### src/rtl/qmem_pkg.sv
// rtl/qmem_pkg.sv - shared state encoding and default widths for the qmem arbiter
package qmem_pkg;

    typedef enum logic {
        ST_IDLE = 1'b0,
        ST_BUSY = 1'b1
    } qmem_state_t;

    localparam int QAW_DEF = 22;
    localparam int QDW_DEF = 32;
    localparam int QSW_DEF = QDW_DEF / 8;

endpackage

### src/rtl/qmem_rr_pick.sv
// rtl/qmem_rr_pick.sv - combinational round-robin picker, search starts after the last winner
module qmem_rr_pick
    import qmem_pkg::*;
#(
    parameter int MN = 2
) (
    input  logic [MN-1:0] req,
    input  logic [MN-1:0] last,
    output logic [MN-1:0] gnt
);

    localparam int IW = (MN > 1) ? $clog2(MN) : 1;

    logic [IW-1:0] last_idx;
    logic [IW-1:0] idx;
    logic          found;

    always_comb begin
        gnt      = '0;
        last_idx = '0;
        idx      = '0;
        found    = 1'b0;
        for (int i = 0; i < MN; i++) begin
            if (last[i]) last_idx = IW'(i);
        end
        // k = MN wraps back to the previous winner, so a lone requester always wins
        for (int k = 1; k <= MN; k++) begin
            idx = IW'((int'(last_idx) + k) % MN);
            if (!found && req[idx]) begin
                gnt[idx] = 1'b1;
                found    = 1'b1;
            end
        end
    end

endmodule

### src/rtl/qmem_rr_arbiter.sv
// rtl/qmem_rr_arbiter.sv - round-robin arbiter sharing one qmem slave among MN masters
module qmem_rr_arbiter
    import qmem_pkg::*;
#(
    parameter int MN  = 2,
    parameter int QAW = QAW_DEF,
    parameter int QDW = QDW_DEF,
    parameter int QSW = QDW / 8,
    parameter int TMO = 255
) (
    input  logic                clk,
    input  logic                rst_n,
    input  logic [MN-1:0]       qm_cs,
    input  logic [MN-1:0]       qm_we,
    input  logic [MN*QSW-1:0]   qm_sel,
    input  logic [MN*QAW-1:0]   qm_adr,
    input  logic [MN*QDW-1:0]   qm_dat_w,
    output logic [MN*QDW-1:0]   qm_dat_r,
    output logic [MN-1:0]       qm_ack,
    output logic [MN-1:0]       qm_err,
    output logic                qs_cs,
    output logic                qs_we,
    output logic [QSW-1:0]      qs_sel,
    output logic [QAW-1:0]      qs_adr,
    output logic [QDW-1:0]      qs_dat_w,
    input  logic [QDW-1:0]      qs_dat_r,
    input  logic                qs_ack,
    input  logic                qs_err,
    output logic [MN-1:0]       ms,
    output logic                tmo
);

    localparam int           CW    = (TMO > 0) ? $clog2(TMO + 1) : 1;
    localparam logic [CW-1:0] TMO_C = CW'(TMO);

    qmem_state_t   state, state_nxt;
    logic [MN-1:0] ms_nxt;
    logic [MN-1:0] last_grant, last_nxt;
    logic [CW-1:0] cnt, cnt_nxt;
    logic          tmo_q, tmo_nxt;
    logic [MN-1:0] gnt;
    logic          busy;
    logic          cs_g;
    logic          timeout_now;

    qmem_rr_pick #(.MN(MN)) u_pick (
        .req  (qm_cs),
        .last (last_grant),
        .gnt  (gnt)
    );

    always_ff @(posedge clk or negedge rst_n) begin
        if (!rst_n) begin
            state      <= ST_IDLE;
            ms         <= '0;
            last_grant <= MN'(1) << (MN - 1);
            cnt        <= '0;
            tmo_q      <= 1'b0;
        end else begin
            state      <= state_nxt;
            ms         <= ms_nxt;
            last_grant <= last_nxt;
            cnt        <= cnt_nxt;
            tmo_q      <= tmo_nxt;
        end
    end

    // tmo_q registers "counter reaches TMO next cycle"; a same-cycle ack or abort still overrides it
    assign busy        = (state == ST_BUSY);
    assign cs_g        = |(qm_cs & ms);
    assign timeout_now = busy & tmo_q & cs_g & ~qs_ack & ~qs_err;

    always_comb begin
        state_nxt = state;
        ms_nxt    = ms;
        last_nxt  = last_grant;
        cnt_nxt   = cnt;
        tmo_nxt   = 1'b0;
        case (state)
            ST_IDLE: begin
                if (|qm_cs) begin
                    state_nxt = ST_BUSY;
                    ms_nxt    = gnt;
                    cnt_nxt   = '0;
                end
            end
            ST_BUSY: begin
                if (qs_ack || qs_err || !cs_g || timeout_now) begin
                    state_nxt = ST_IDLE;
                    ms_nxt    = '0;
                    last_nxt  = ms;
                    cnt_nxt   = '0;
                end else begin
                    cnt_nxt = cnt + CW'(1);
                    tmo_nxt = (TMO != 0) && (cnt_nxt == TMO_C);
                end
            end
            default: begin
                state_nxt = ST_IDLE;
                ms_nxt    = '0;
            end
        endcase
    end

    always_comb begin
        qs_we    = 1'b0;
        qs_sel   = '0;
        qs_adr   = '0;
        qs_dat_w = '0;
        for (int i = 0; i < MN; i++) begin
            if (busy && ms[i]) begin
                qs_we    = qm_we[i];
                qs_sel   = qm_sel[i*QSW +: QSW];
                qs_adr   = qm_adr[i*QAW +: QAW];
                qs_dat_w = qm_dat_w[i*QDW +: QDW];
            end
        end
        qs_cs    = busy & cs_g & ~timeout_now;
        qm_ack   = ms & {MN{busy & cs_g & qs_ack}};
        qm_err   = ms & {MN{busy & cs_g & (qs_err | timeout_now)}};
        qm_dat_r = {MN{qs_dat_r}};
        tmo      = timeout_now;
    end

endmodule

### config.mk
export PLATFORM = sky130hd
export DESIGN_NAME = qmem_rr_arbiter
export DESIGN_NICKNAME = d
export VERILOG_FILES = /design/src/rtl/qmem_pkg.sv /design/src/rtl/qmem_rr_pick.sv /design/src/rtl/qmem_rr_arbiter.sv
export SDC_FILE = /design/constraint.sdc
export NUM_CORES = 1
export LEC_CHECK = 0
export ABC_AREA = 1
export BUFFER_PORTS_ARGS = -buffer_cell sky130_fd_sc_hd__buf_2
export CAP_MARGIN = 20
export CORE_AREA = 5 5 110 112
export DETAILED_ROUTE_END_ITERATION = 8
export DIE_AREA = 0 0 115 117
export PLACE_DENSITY_LB_ADDON = 0.15
export SLEW_MARGIN = 20
export SYNTH_ARGS = -nofsm -noshare
export SYNTH_HDL_FRONTEND = slang
export SYNTH_SLANG_ARGS = --single-unit
### constraint.sdc
create_clock -name clk -period 1.37 [get_ports clk]
set_clock_uncertainty 0.2 [all_clocks]
set_input_delay 0.137 -clock clk [delete_from_list [all_inputs] [get_ports clk]]
set_output_delay 0.137 -clock clk [all_outputs]
set_load 0.02 [all_outputs]
# Yosys cells after proc, flatten, opt, wreduce, memory -nomap -nowiden
# Index checks and enable logic that the tools add are counted.
dict set report totals {
  wordCells 77
  input_bits 156
  register_bits 14
  out_inout_bits 131
}
dict set report op_classes {
  muxes 31
  n_eq_ne 3
  add_sub_neg 3
  n_bitwise 17
  reduce_logical 14
  n_lt_le_gt_ge 4
}
# operator count
set ops {}
lappend ops {{2-to-1 mux 32 bit} 2}
lappend ops {{2-to-1 mux 22 bit} 2}
lappend ops {{2-to-1 mux 8 bit} 2}
lappend ops {{one-hot mux 8 bit (2 select lines)} 1}
lappend ops {{2-to-1 mux 1 bit} 14}
lappend ops {{adder 8 x 1 -> 8 bit (second input constant)} 1}
lappend ops {{bitwise AND 1 bit} 8}
lappend ops {{== test 8 bit (second input constant)} 1}
lappend ops {{2-to-1 mux 2 bit} 4}
lappend ops {{2-to-1 mux 4 bit} 2}
lappend ops {{bitwise AND 2 bit} 3}
lappend ops {{logical AND 1 bit} 5}
lappend ops {{less-than comparator 1 x 2 -> 1 bit (second input constant)} 2}
lappend ops {{NOT 1 bit} 4}
lappend ops {{one-hot mux 2 bit (2 select lines)} 1}
lappend ops {{AND reduction 2 bit} 2}
lappend ops {{OR reduction 2 bit} 2}
lappend ops {{logical OR 1 bit} 3}
lappend ops {{adder 1 bit (second input constant)} 2}
lappend ops {{demux 1 bit (select 1 bit)} 2}
lappend ops {{greater-or-equal comparator 1 bit (second input constant)} 2}
lappend ops {{zero test 1 bit} 2}
lappend ops {{inequality test 2 x 1 -> 1 bit (second input constant)} 1}
lappend ops {{inequality test 2 bit (second input constant)} 1}
lappend ops {{other kinds (3)} 3}

# Depth between registers and ports, before layout
dict set report depth {
  word_depth 11
  ltp_mapped 9
  ltp_nobuf 9
}

# Cells and area by module
# From an unflattened synthesis, not the netlist that was laid out.
dict set report hier_totals {
  hier_cells 386
  hier_area_um2 2230.9
}
# mod n_inst cells_each area_each_um2
set modules_own_cells {}
lappend modules_own_cells {qmem_rr_arbiter 1 381 2210.9}
lappend modules_own_cells {qmem_rr_pick 1 5 20.0}

# Worst setup path before layout
# Ideal clock, no wire load.
dict set report synth_timing {
  kind {register -> output}
  start {register ms[1]}
  end {output qs_dat_w[19]}
  path_slack_ns -0.490
  arrival_ns 1.523
  path_stages_with_launch 6
  cell_sequence {dfrtp_1 buf_4 inv_4 clkbuf_1 nand2_1 o21ai_0}
}
dict set report synth_between {
  elab_chain_cells 2
}
# element line_no
set synth_rtl {}
lappend synth_rtl {{from (decl)} qmem_rr_arbiter.sv:29} ;# output logic [MN-1:0] ms,
lappend synth_rtl {{from (signal assigned)} qmem_rr_arbiter.sv:61} ;# ms <= ms_nxt;
lappend synth_rtl {{logical AND 1 bit} qmem_rr_arbiter.sv:111} ;# if (busy && ms[i]) begin
lappend synth_rtl {{2-to-1 mux 32 bit} qmem_rr_arbiter.sv:111}
lappend synth_rtl {{to (decl)} qmem_rr_arbiter.sv:25} ;# output logic [QDW-1:0] qs_dat_w,
# No other way between the ends.

# Worst setup path in the final report
dict set report layout_timing {
  start {register state, in the netlist busy}
  end {output qs_sel[2]}
}
dict set report layout_between {
  elab_chain_cells 3
  elab_cells_between_ends 4
  classes_between {mux: 2; reduce/logical: 2}
}
# element line_no
set layout_rtl {}
lappend layout_rtl {{from (decl)} qmem_rr_arbiter.sv:36} ;# qmem_state_t state, state_nxt;
lappend layout_rtl {{from (signal assigned)} qmem_rr_arbiter.sv:60} ;# state <= state_nxt;
lappend layout_rtl {{logical AND 1 bit} qmem_rr_arbiter.sv:111}
lappend layout_rtl {{2-to-1 mux 4 bit} qmem_rr_arbiter.sv:111}
lappend layout_rtl {{2-to-1 mux 4 bit (*)} qmem_rr_arbiter.sv:111}
lappend layout_rtl {{to (decl)} qmem_rr_arbiter.sv:23} ;# output logic [QSW-1:0] qs_sel,
# Every way passes the cells marked *; elsewhere a longest branch is shown, timed or not.

==> impl.org <==
** Clock network
- CTS Sinks :: 13
- Clk pin slew, worst setup/hold paths :: 0.04 ns
- The cell sitting at the root of the clock tree is a clkbuf_16.
- The later pin in the worst-skew pair is clocked with a latency of 0.24 ns.
- Count of H-tree levels built during CTS :: 1
- Clock Tree Buf Depth :: 2
- Total CTS buffers :: 3
- TritonCTS built the clock tree.

** Finish
- The library cell used most frequently in the layout, excluding fill and tap cells, is buf_2.
- Area overhead of the layout relative to synthesis :: 121%
- In the layout the commonest cells are buf_2, nand2_1, buf_6.
- In the final design database the tool counted 709 nets.
- Summing all multi-input logic gate instances after layout gives 2170 µm².
- Total area of sequential cells :: 330 µm²
- The layout has 1086 filler cells.
- Area of all placed cells without fillers :: 4950 µm²
- Number of diodes :: 0
- At the end of the flow the core is filled with cells to 44.5%.
- Of the cells placed in the final design, the portion with a size suffix greater than 1 is 65.6%.

** Route
- In this run the top signal layer used is met5.
- For this run, the detailed router's first-pass iteration total came to 4.
- The routed design has 12100 µm of wire.
- Avg Vias per Cell :: 4.63
- ANT nets after route :: 0
- The detailed router finished its first iteration with 177 violations.
- Detailed routing placed a total of 6760 µm of wire on met2.
- DR WL met3 :: 1020 µm
- Summing over every cut layer, the via total after detailed routing is 3208.
- After detailed routing, the average wire length per cell comes to 17.5 µm.
- In the final routing, the length of wire on met1 measures 4310 µm.
- After detailed routing, the number of remaining DRC violations is 0.

** Power
- P_leak :: 2.24 nW
- Overall power consumption after layout is estimated at 8.37 mW.
- Seq pwr share :: 6.4%
- The clock network burns 6.7% of the power.
- Logic gate share of total power :: 87.0%
- Dividing total power by cell area gives a power density of 1690 nW/µm².
- Net switching is 50.0% of the power.
- VDD sags by at most 706 µV.
- Cell internal power dissipation :: 4.19 mW
- For this design the total switching power over the nets is 4.18 mW.

** Die
- Floorplan die height :: 117 µm
- From left edge to right edge, the die measures 115 µm.
- For this configuration, the core starts out at a cell density of 20.1%.
- Core region area :: 11100 µm²
- The floorplan has 39 rows.
- Area enclosed by the die boundary :: 13500 µm²
- I/O pin total :: 287

** Placement
- Port bufs :: 190
- Detailed placement finished with a half-perimeter wire length of 8810 µm.
- Dpl cell area :: 3730 µm²
- At the end of routability-driven placement, the weighted congestion stood at 0.787.

** STA
- Setup WS post-layout :: -0.413 ns
- Summed over all failing endpoints, the final setup total negative slack is -24.64 ns.
- Minimum clock period after layout :: 1.78 ns
- For this run, the top clock speed supported by timing is 0.561 GHz.
- Worst Hold Slack :: 0.0740 ns
- Max Transition Viols Final :: 0
- Unrepaired setup endpoints after global routing :: true
- Transition time at the pin with the least slew margin :: 0.343 ns
- Setup violations remaining at the end of the flow were counted as 79.
- Measured against its own limit, the worst slew margin works out to 77.1%.
- Dividing the final minimum period by the clock period gives 130%.
- Hold Fails Final Rpt :: 0

** Setup path
- STA puts the critical path data required time at 1.03 ns.
- Minimum setup slack among reg-to-reg paths :: -0.15 ns
- The worst register-to-register path begins at cnt[1].
- STA puts the critical path data arrival time at 1.45 ns.
- In this run the critical register-to-register path is captured at tmo_q.
- The critical path is of the reg2out type.
- STA classifies the critical path endpoint as an output port.
- Crit start category :: flip-flop
- Logic depth of the worst register-to-register path :: 9
- In this run the worst path has a maximum fanout of 8.

** Outcome
- Violations in the final reports :: negative setup slack
- Status :: complete, but fails checks

** Synthesis
- The average instance in the mapped netlist occupies 5.72 µm².
- Share of synthesized area occupied by flip-flops and latches :: 14.6%
- Async set-or-reset flop fraction in the synthesized netlist :: 100%
- For this run, the leading register cell type out of synthesis is dfrtp_1.
- Unique masters post-synth :: 21
- In the synthesized netlist, the number of instances is 391.
- The synthesized netlist occupies a cell area of 2240 µm².
- Yosys printed 0 warnings.
- After synthesis the netlist holds a flip-flop and latch count of 13.
- In this run, synthesis inferred 0 flip-flops with an integrated enable.
- Post-synth net total :: 549

** Min path
- The path with the worst hold slack has its endpoint at qm_dat_r[47].
- The startpoint identified for the worst hold timing path is qs_dat_r[15].
- Hold crit path type :: in2out
- Hold depth :: 0

** GRT
- Global routing finished with a remaining overflow of 0.
- Entering global routing, the biggest net connects 37 pins.
- First-pass GRT wire length :: 16300 µm
- The initial antenna violation count came to 1.
- Global routing usage summed across all routing layers :: 15.2%
- The number of global-route vias before repair was 3147.

** Flow run
- # Max-Cap Violations :: 0
[critical path, stage by stage, from the launching register on]
cell and delay [ns]:
dfrtp_2 0.45, buf_12 0.15, nand2_8 0.11, buf_16 0.18, o21ai_4 0.16, buf_6 0.14
[flip-flops by register name, summed over array words and instances (netlist names)]
register / cells
ms: 2
last_grant: 1
tmo_q: 1
busy: 1
cnt: 8
[cell families after synthesis]
kind of cell	Yosys count	synth area share, %
AOI/OAI and AO/OA	70	16.4
adders and majority gates	2	1.12
buffers and inverters	111	30.3
DFF	13	14.6
and+or+nand+nor	195	37.6
[cell type report]
class / count / area share, %
clock buffers: 4 / 1.59
inverters: 20 / 1.82
repair buffers: 244 / 42.6
multi-input cells: 269 / 43.8
flip-flops and latches: 13 / 6.67
well taps: 143 / 3.61
[power groups by stage]
stage	registers (mW)	clock network (mW)	logic (mW)
5_1_grt	0.539	0.590	7.74
3_3_place_gp	0.541	0	5.20
2_1_floorplan	0.519	0	3.70
6_report	0.533	0.558	7.28
4_1_cts	0.541	0.567	6.49
3_5_place_dp	0.537	0	5.22
[worst max path at each step]
| stage | cells after the start | start | to | slack (ns) |
|---|---|---|---|---|
| 2_1_floorplan | 7 | ms[1] | qm_ack[0] | -0.21 |
| 3_3_place_gp | 7 | ms[1] | qm_ack[1] | -0.22 |
| 3_5_place_dp | 7 | ms[1] | qm_ack[0] | -0.23 |
| 4_1_cts | 7 | ms[1] | qm_err[0] | -0.42 |
| 5_1_grt | 7 | ms[1] | qm_err[0] | -0.48 |
| 6_report | 5 | busy | qs_sel[2] | -0.41 |
[synth_stat cells (2+ instances only)]
| cell type | n | area share [%] |
|---|---|---|
| o21ai_0 | 65 | 15 |
| inv_1 | 17 | 2.9 |
| buf_4 | 66 | 22 |
| clkbuf_1 | 16 | 2.7 |
| nand3_1 | 66 | 15 |
| clkbuf_2 | 2 | 0.45 |
| o22ai_1 | 4 | 1.1 |
| nand4_1 | 2 | 0.56 |
| buf_2 | 7 | 1.6 |
| dfrtp_1 | 12 | 13 |
| nand2_1 | 102 | 17 |
| ha_1 | 2 | 1.1 |
| nor2_1 | 22 | 3.7 |
[layer usage]
metal | global-route usage [%] | vias to the layer above
met5 | 0 | -
met4 | 3.52 | 2
met3 | 3.34 | 8
met2 | 29.3 | 161
met1 | 16.8 | 1486
li1 | - | 1551
[timing repair]
item / in CTS / in global routing
resized for setup: 168 / 46
pin swaps: 19 / 43
gates cloned: 4 / 9
endpoints found under the setup margin: 79 / 79
buffers inserted: 6 / 5
hold buffers: 1 / 0
hold endpoints to repair: 13 / 0
[metrics by stage]
| stage | setup WS, ns | instances |
|---|---|---|
| finish | -0.413 | 693 |
| global route | -0.476 | 693 |
| CTS | -0.423 | 680 |
| detailed placement | -0.226 | 665 |
| global placement | -0.216 | 665 |
| floorplan | -0.206 | 391 |
No activity file was read; power rests on OpenSTA's default activity.
